`src/rtl/aes_pkg.sv`:
```
// rtl/aes_pkg.sv - shared AES types, InvMixColumns constants and GF(2^8) helpers
package aes_pkg;

    localparam logic [7:0] GF_POLY = 8'h1B;
    localparam logic [7:0] INV_C0  = 8'h0E;
    localparam logic [7:0] INV_C1  = 8'h0B;
    localparam logic [7:0] INV_C2  = 8'h0D;
    localparam logic [7:0] INV_C3  = 8'h09;

    typedef logic [31:0]  column_t;
    typedef logic [127:0] state_t;

    typedef enum logic [1:0] {
        IDLE,
        BUSY,
        DONE
    } fsm_state_t;

    function automatic logic [7:0] xtime(input logic [7:0] b);
        return {b[6:0], 1'b0} ^ (b[7] ? GF_POLY : 8'h00);
    endfunction

    // Coefficients never exceed 4 bits, so x, x^2 and x^3 terms cover every product
    function automatic logic [7:0] gf_mul(input logic [7:0] a, input logic [7:0] c);
        logic [7:0] x1, x2, x3;
        x1 = xtime(a);
        x2 = xtime(x1);
        x3 = xtime(x2);
        return (c[0] ? a  : 8'h00) ^ (c[1] ? x1 : 8'h00) ^
               (c[2] ? x2 : 8'h00) ^ (c[3] ? x3 : 8'h00);
    endfunction

endpackage

```
`src/rtl/inv_mixcolumns_seq_if.sv`:
```
// rtl/inv_mixcolumns_seq_if.sv - input/output state handshake bundle
interface inv_mixcolumns_seq_if import aes_pkg::*; ();
    logic   in_valid;
    logic   in_ready;
    state_t in_data;
    logic   out_valid;
    logic   out_ready;
    state_t out_data;

    modport master (
        output in_valid, in_data, out_ready,
        input  in_ready, out_valid, out_data
    );

    modport slave (
        input  in_valid, in_data, out_ready,
        output in_ready, out_valid, out_data
    );
endinterface

```
`src/rtl/inv_mixcolumn_col.sv`:
```
// rtl/inv_mixcolumn_col.sv - combinational InvMixColumns on one 32-bit column
module inv_mixcolumn_col import aes_pkg::*; (
    input  column_t col_in,
    output column_t col_out
);
    logic [7:0] a0, a1, a2, a3;

    assign {a0, a1, a2, a3} = col_in;

    assign col_out[31:24] = gf_mul(a0, INV_C0) ^ gf_mul(a1, INV_C1) ^ gf_mul(a2, INV_C2) ^ gf_mul(a3, INV_C3);
    assign col_out[23:16] = gf_mul(a0, INV_C3) ^ gf_mul(a1, INV_C0) ^ gf_mul(a2, INV_C1) ^ gf_mul(a3, INV_C2);
    assign col_out[15:8]  = gf_mul(a0, INV_C2) ^ gf_mul(a1, INV_C3) ^ gf_mul(a2, INV_C0) ^ gf_mul(a3, INV_C1);
    assign col_out[7:0]   = gf_mul(a0, INV_C1) ^ gf_mul(a1, INV_C2) ^ gf_mul(a2, INV_C3) ^ gf_mul(a3, INV_C0);
endmodule

```
`src/rtl/inv_mixcolumns_seq.sv`:
```
// rtl/inv_mixcolumns_seq.sv - iterative InvMixColumns, COLS_PER_CYCLE columns per clock
module inv_mixcolumns_seq import aes_pkg::*; #(
    parameter int COLS_PER_CYCLE = 1
) (
    input  logic                 clk,
    input  logic                 reset,
    inv_mixcolumns_seq_if.slave  bus
);
    if (!(COLS_PER_CYCLE == 1 || COLS_PER_CYCLE == 2 || COLS_PER_CYCLE == 4)) begin : g_bad_cpc
        $error("inv_mixcolumns_seq: COLS_PER_CYCLE must be 1, 2 or 4");
    end

    localparam int         NCYC = 4 / COLS_PER_CYCLE;
    localparam logic [1:0] LAST = 2'(NCYC - 1);

    fsm_state_t       state, state_next;
    logic [1:0]       cnt, cnt_next;
    // work[3] holds column 0 so the packed layout matches FIPS-197 byte order
    column_t [3:0]    work, work_next;

    logic [1:0]       sel     [COLS_PER_CYCLE];
    column_t          col_out [COLS_PER_CYCLE];

    for (genvar g = 0; g < COLS_PER_CYCLE; g++) begin : g_col
        assign sel[g] = cnt * 2'(COLS_PER_CYCLE) + 2'(g);

        inv_mixcolumn_col u_col (
            .col_in  (work[~sel[g]]),
            .col_out (col_out[g])
        );
    end

    always_ff @(posedge clk) begin
        if (reset) begin
            state <= IDLE;
            cnt   <= 2'd0;
            work  <= '0;
        end else begin
            state <= state_next;
            cnt   <= cnt_next;
            work  <= work_next;
        end
    end

    always_comb begin
        state_next = state;
        cnt_next   = cnt;
        work_next  = work;
        unique case (state)
            IDLE: begin
                if (bus.in_valid && bus.in_ready) begin
                    work_next  = bus.in_data;
                    cnt_next   = 2'd0;
                    state_next = BUSY;
                end
            end
            BUSY: begin
                for (int i = 0; i < COLS_PER_CYCLE; i++) begin
                    work_next[~sel[i]] = col_out[i];
                end
                if (cnt == LAST) begin
                    cnt_next   = 2'd0;
                    state_next = DONE;
                end else begin
                    cnt_next = cnt + 2'd1;
                end
            end
            DONE: begin
                if (bus.out_ready) begin
                    state_next = IDLE;
                end
            end
            default: state_next = IDLE;
        endcase
    end

    assign bus.in_ready  = (state == IDLE) && !reset;
    assign bus.out_valid = (state == DONE);
    assign bus.out_data  = work;
endmodule

```
`src/flat_wrapper.sv`:
```
// flat-port wrapper written by rule: the top's interface ports become plain ports
module inv_mixcolumns_seq_flat import aes_pkg::*;
#(
    parameter int COLS_PER_CYCLE = 1
)
  (clk, reset, bus_in_valid, bus_in_data, bus_out_ready, bus_in_ready, bus_out_valid, bus_out_data);
  inv_mixcolumns_seq_if bus_i ();
  input  logic clk;
  input  logic reset;
  input wire logic [$bits(bus_i.in_valid)-1:0] bus_in_valid;
  input wire logic [$bits(bus_i.in_data)-1:0] bus_in_data;
  input wire logic [$bits(bus_i.out_ready)-1:0] bus_out_ready;
  output wire logic [$bits(bus_i.in_ready)-1:0] bus_in_ready;
  output wire logic [$bits(bus_i.out_valid)-1:0] bus_out_valid;
  output wire logic [$bits(bus_i.out_data)-1:0] bus_out_data;
  assign bus_i.in_valid = bus_in_valid;
  assign bus_i.in_data = bus_in_data;
  assign bus_i.out_ready = bus_out_ready;
  assign bus_in_ready = bus_i.in_ready;
  assign bus_out_valid = bus_i.out_valid;
  assign bus_out_data = bus_i.out_data;
  inv_mixcolumns_seq #(.COLS_PER_CYCLE(COLS_PER_CYCLE)) u_core (.clk(clk), .reset(reset), .bus(bus_i));
endmodule
```
`config.mk`:
```
export PLATFORM = sky130hd
export DESIGN_NAME = inv_mixcolumns_seq_flat
export DESIGN_NICKNAME = d
export VERILOG_FILES = /design/src/rtl/aes_pkg.sv /design/src/rtl/inv_mixcolumns_seq_if.sv /design/src/rtl/inv_mixcolumn_col.sv /design/src/rtl/inv_mixcolumns_seq.sv /design/src/flat_wrapper.sv
export SDC_FILE = /design/constraint.sdc
export NUM_CORES = 1
export LEC_CHECK = 0
export CAP_MARGIN = 0
export CORE_UTILIZATION = 40
export CTS_CLUSTER_DIAMETER = 60
export DETAILED_ROUTE_END_ITERATION = 7
export PLACE_DENSITY = 0.68
export SETUP_SLACK_MARGIN = 0.5
export SKIP_LAST_GASP = 1
export SYNTH_ARGS = -nofsm -noshare
export SYNTH_HDL_FRONTEND = slang
export SYNTH_HIERARCHICAL = 1
export SYNTH_SLANG_ARGS = --single-unit
```
`constraint.sdc`:
```
create_clock -name clk -period 7.5 [get_ports clk]
set_input_delay 1.125 -clock clk [delete_from_list [all_inputs] [get_ports clk]]
set_output_delay 1.125 -clock clk [all_outputs]
set_load 0.01 [all_outputs]
```
==> results_dict.tcl <==
set metrics [dict create \
    layout_setup_ws_ps 3160 \
    clk_pin_slew_ps 60 \
    cpLargestDelayFamily "XOR/XNOR gates" \
    diodes 0 \
    grt_setup_unrepaired "false" \
    cpPeakStageDelay_ps 720 \
    dpl_worst_slack_ps 3150 \
    cts_tree "built" \
    cts.hold.buffers_added 0 \
    grt_pass1_vias 9282 \
    synth-seq-cells 132 \
    wl_per_cell_um 24.2 \
    synth_top_area_cell "dfxtp_1" \
    synth_cells 1019 \
    antenna_found_initial 0 \
    hold_ws_ps 581 \
    slew_violations 0 \
    dr_total_vias 9181 \
    required_ps 7770 \
    finalNetCount 1325 \
    synth.yosys.seq_area_share 0.267 \
    setup.worst_path.start_class "flop" \
    synthFlopType "dfxtp_1" \
    status "complete, no violations" \
    ys_types 35 \
    wl_um 36900 \
    num-fill-cells 2211 \
    cpMostUsedCell "xor2_1" \
    drc 0 \
    clock.fmax_mhz 231 \
    die_area_um2 25400 \
    die_w_um 159 \
    crit_chain "buf_4, mux4_2, xor2_1, xor2_1, xnor2_1, xnor3_1, o21ai_0, a211oi_2" \
    start_util 0.408 \
    period_share 0.578 \
    portBuffers 261 \
    hold_path_class "flop to flop" \
    cts-htree-levels 4 \
    cts.sinks 132 \
    synth_edf_count 0 \
    cts_resized 0 \
    period_needed_ps 4340 \
    grt_max_degree 129 \
    ioPinCount 262 \
    finalSetupTns_ps 0 \
    fin_skew_ps 10.4 \
    syn_nets 1155 \
    hold_viol_final 0 \
    grt_pass1_wl_um 56700 \
    rows 57 \
    synth_top_cell_area_share 0.267 \
    synth_top_cells_by_area "dfxtp_1 (27%), a211oi_2 (14%), xnor2_1 (10%)" \
    final_common_cell "clkdlybuf4s50_1" \
    p_leak_nw 4.40 \
    crit_path_end_kind "flop" \
    cts_buffers 17 \
    core_area_um2 24200 \
    ys_warn_count 6 \
    critPathArrivalTime_ps 4600 \
    drtIter0Drc 896 \
    cts_max_path_buffers 2 \
    critPathBufInv 1 \
    slew_headroom 0.246 \
    path_max_fanout 22 \
    ant_nets 0 \
    peakVddDrop_mv 0.503 \
    cap_violations 0 \
    root_buffer "clkbuf_16" \
    mostFrequentLayoutCells "clkdlybuf4s50_1 (260), nor3_1 (129), a21oi_1 (129), dfxtp_1 (129), o21ai_0 (126)" \
    drt_pass1_iterations 5 \
    routed_via_density 6.02 \
    finalSetupViolCount 0 \
    chipHeight_um 159 \
    critPathKind "flop to flop" \
    drive_gt1_frac 0.166 \
    gr-usage-all-layers 0.290 \
    post_cts_buffers 0 \
    insertion_delay_ps 430 \
    cp_slowest_cell "dfxtp_2" \
    dp_hpwl_um 25500 \
    p_per_area_nw_per_um2 586 \
    syn_area_um2 9890 \
    synth_area_per_cell_um2 9.70 \
    power.total_mw 7.56 \
    layout-area-overhead-vs-synth_pct 30.6 \
    tightest_slew_ps 1130 \
    ys_async_sr_fraction 0 \
    grt-ovfl-total 0 \
    place.gp.congestion 1.02 \
]
-- synth_stat cells, types with 2 or more instances --
| cell | count |
|---|---|
| a211oi_1 | 21 |
| a211oi_2 | 107 |
| a21oi_1 | 129 |
| a32oi_1 | 2 |
| and3b_1 | 4 |
| buf_2 | 46 |
| buf_4 | 5 |
| buf_6 | 18 |
| clkbuf_1 | 40 |
| clkbuf_2 | 13 |
| dfxtp_1 | 132 |
| ha_1 | 4 |
| inv_1 | 5 |
| mux4_2 | 32 |
| nand2_1 | 4 |
| nor2_1 | 4 |
| nor3_1 | 129 |
| o21ai_0 | 126 |
| o21ai_1 | 2 |
| xnor2_1 | 115 |
| xnor2_2 | 4 |
| xnor3_1 | 28 |
| xnor3_2 | 2 |
| xor2_1 | 35 |
| xor2_4 | 2 |
-- per-layer routing --
layer,share of wire,vias to the layer above,GRT usage,wire length (um)
met2,0.47,553,0.458,17300
met4,0.030,0,0.118,1120
met3,0.080,72,0.0615,2940
li1,-,4106,-,-
met5,0,-,0,0
met1,0.42,4450,0.386,15600
-- report_power, final --
group	switching [mW]	leakage [nW]	internal [mW]
clock	0.320	0.290	0.549
combinational	3.28	3.02	2.47
sequential	0.128	1.09	0.817
-- sequential cells by signal, indices dropped and copies added, names as in the netlist --
name	flops
u_core/cnt	2
u_core/bus.out_data	128
u_core/state	2
-- through the flow --
stage / instances / area (um2) / util
6_report: 1526 / 12900 / 0.533
5_1_grt: 1526 / 12900 / 0.533
4_1_cts: 1526 / 12900 / 0.533
3_5_place_dp: 1494 / 12300 / 0.508
3_3_place_gp: 1494 / 12300 / 0.508
2_1_floorplan: 1019 / 9890 / -
-- worst min-delay path: stages, from the launching register on --
cell and delay (ps):
dfxtp_1 340, nor3_1 70, a211oi_2 130
-- logic make-up (layout without fill, tap and decap cells) --
| group | after synthesis | count (layout) | share of synthesized area |
|---|---|---|---|
| AOI/OAI and AO/OA | 388 | 388 | 0.284 |
| xor gates and xnor gates | 189 | 189 | 0.220 |
| and+or+nand+nor | 145 | 145 | 0.0766 |
| DFF | 132 | 132 | 0.267 |
| buffers and inverters | 129 | 312 | 0.0741 |
| muxes | 32 | 32 | 0.0729 |
| adders and majority gates | 4 | 4 | 0.00506 |
-- path summary, 6_finish.rpt --
path         slack, ps                  endpoint                startpoint  cells after the start
min reg2reg        580  u_core/bus.out_data[109]  u_core/bus.out_data[109]                      2
min                580  u_core/bus.out_data[109]  u_core/bus.out_data[109]                      2
max               3160   u_core/bus.out_data[60]             u_core/cnt[0]                      8
max reg2reg       3160   u_core/bus.out_data[60]             u_core/cnt[0]                      8
-- cell type report --
| cell class | instances | area [um2] | share of cell area |
|---|---|---|---|
| Inverter | 5 | 21.3 | 0.00165 |
| Sequential cell | 132 | 2650 | 0.205 |
| Timing Repair Buffer | 275 | 2720 | 0.211 |
| Tap cell | 324 | 405 | 0.0314 |
| Clock buffer | 24 | 482 | 0.0373 |
| Multi-Input combinational cell | 758 | 6520 | 0.505 |
| Clock inverter | 8 | 124 | 0.00959 |
Power figures use the tool's default switching activity.
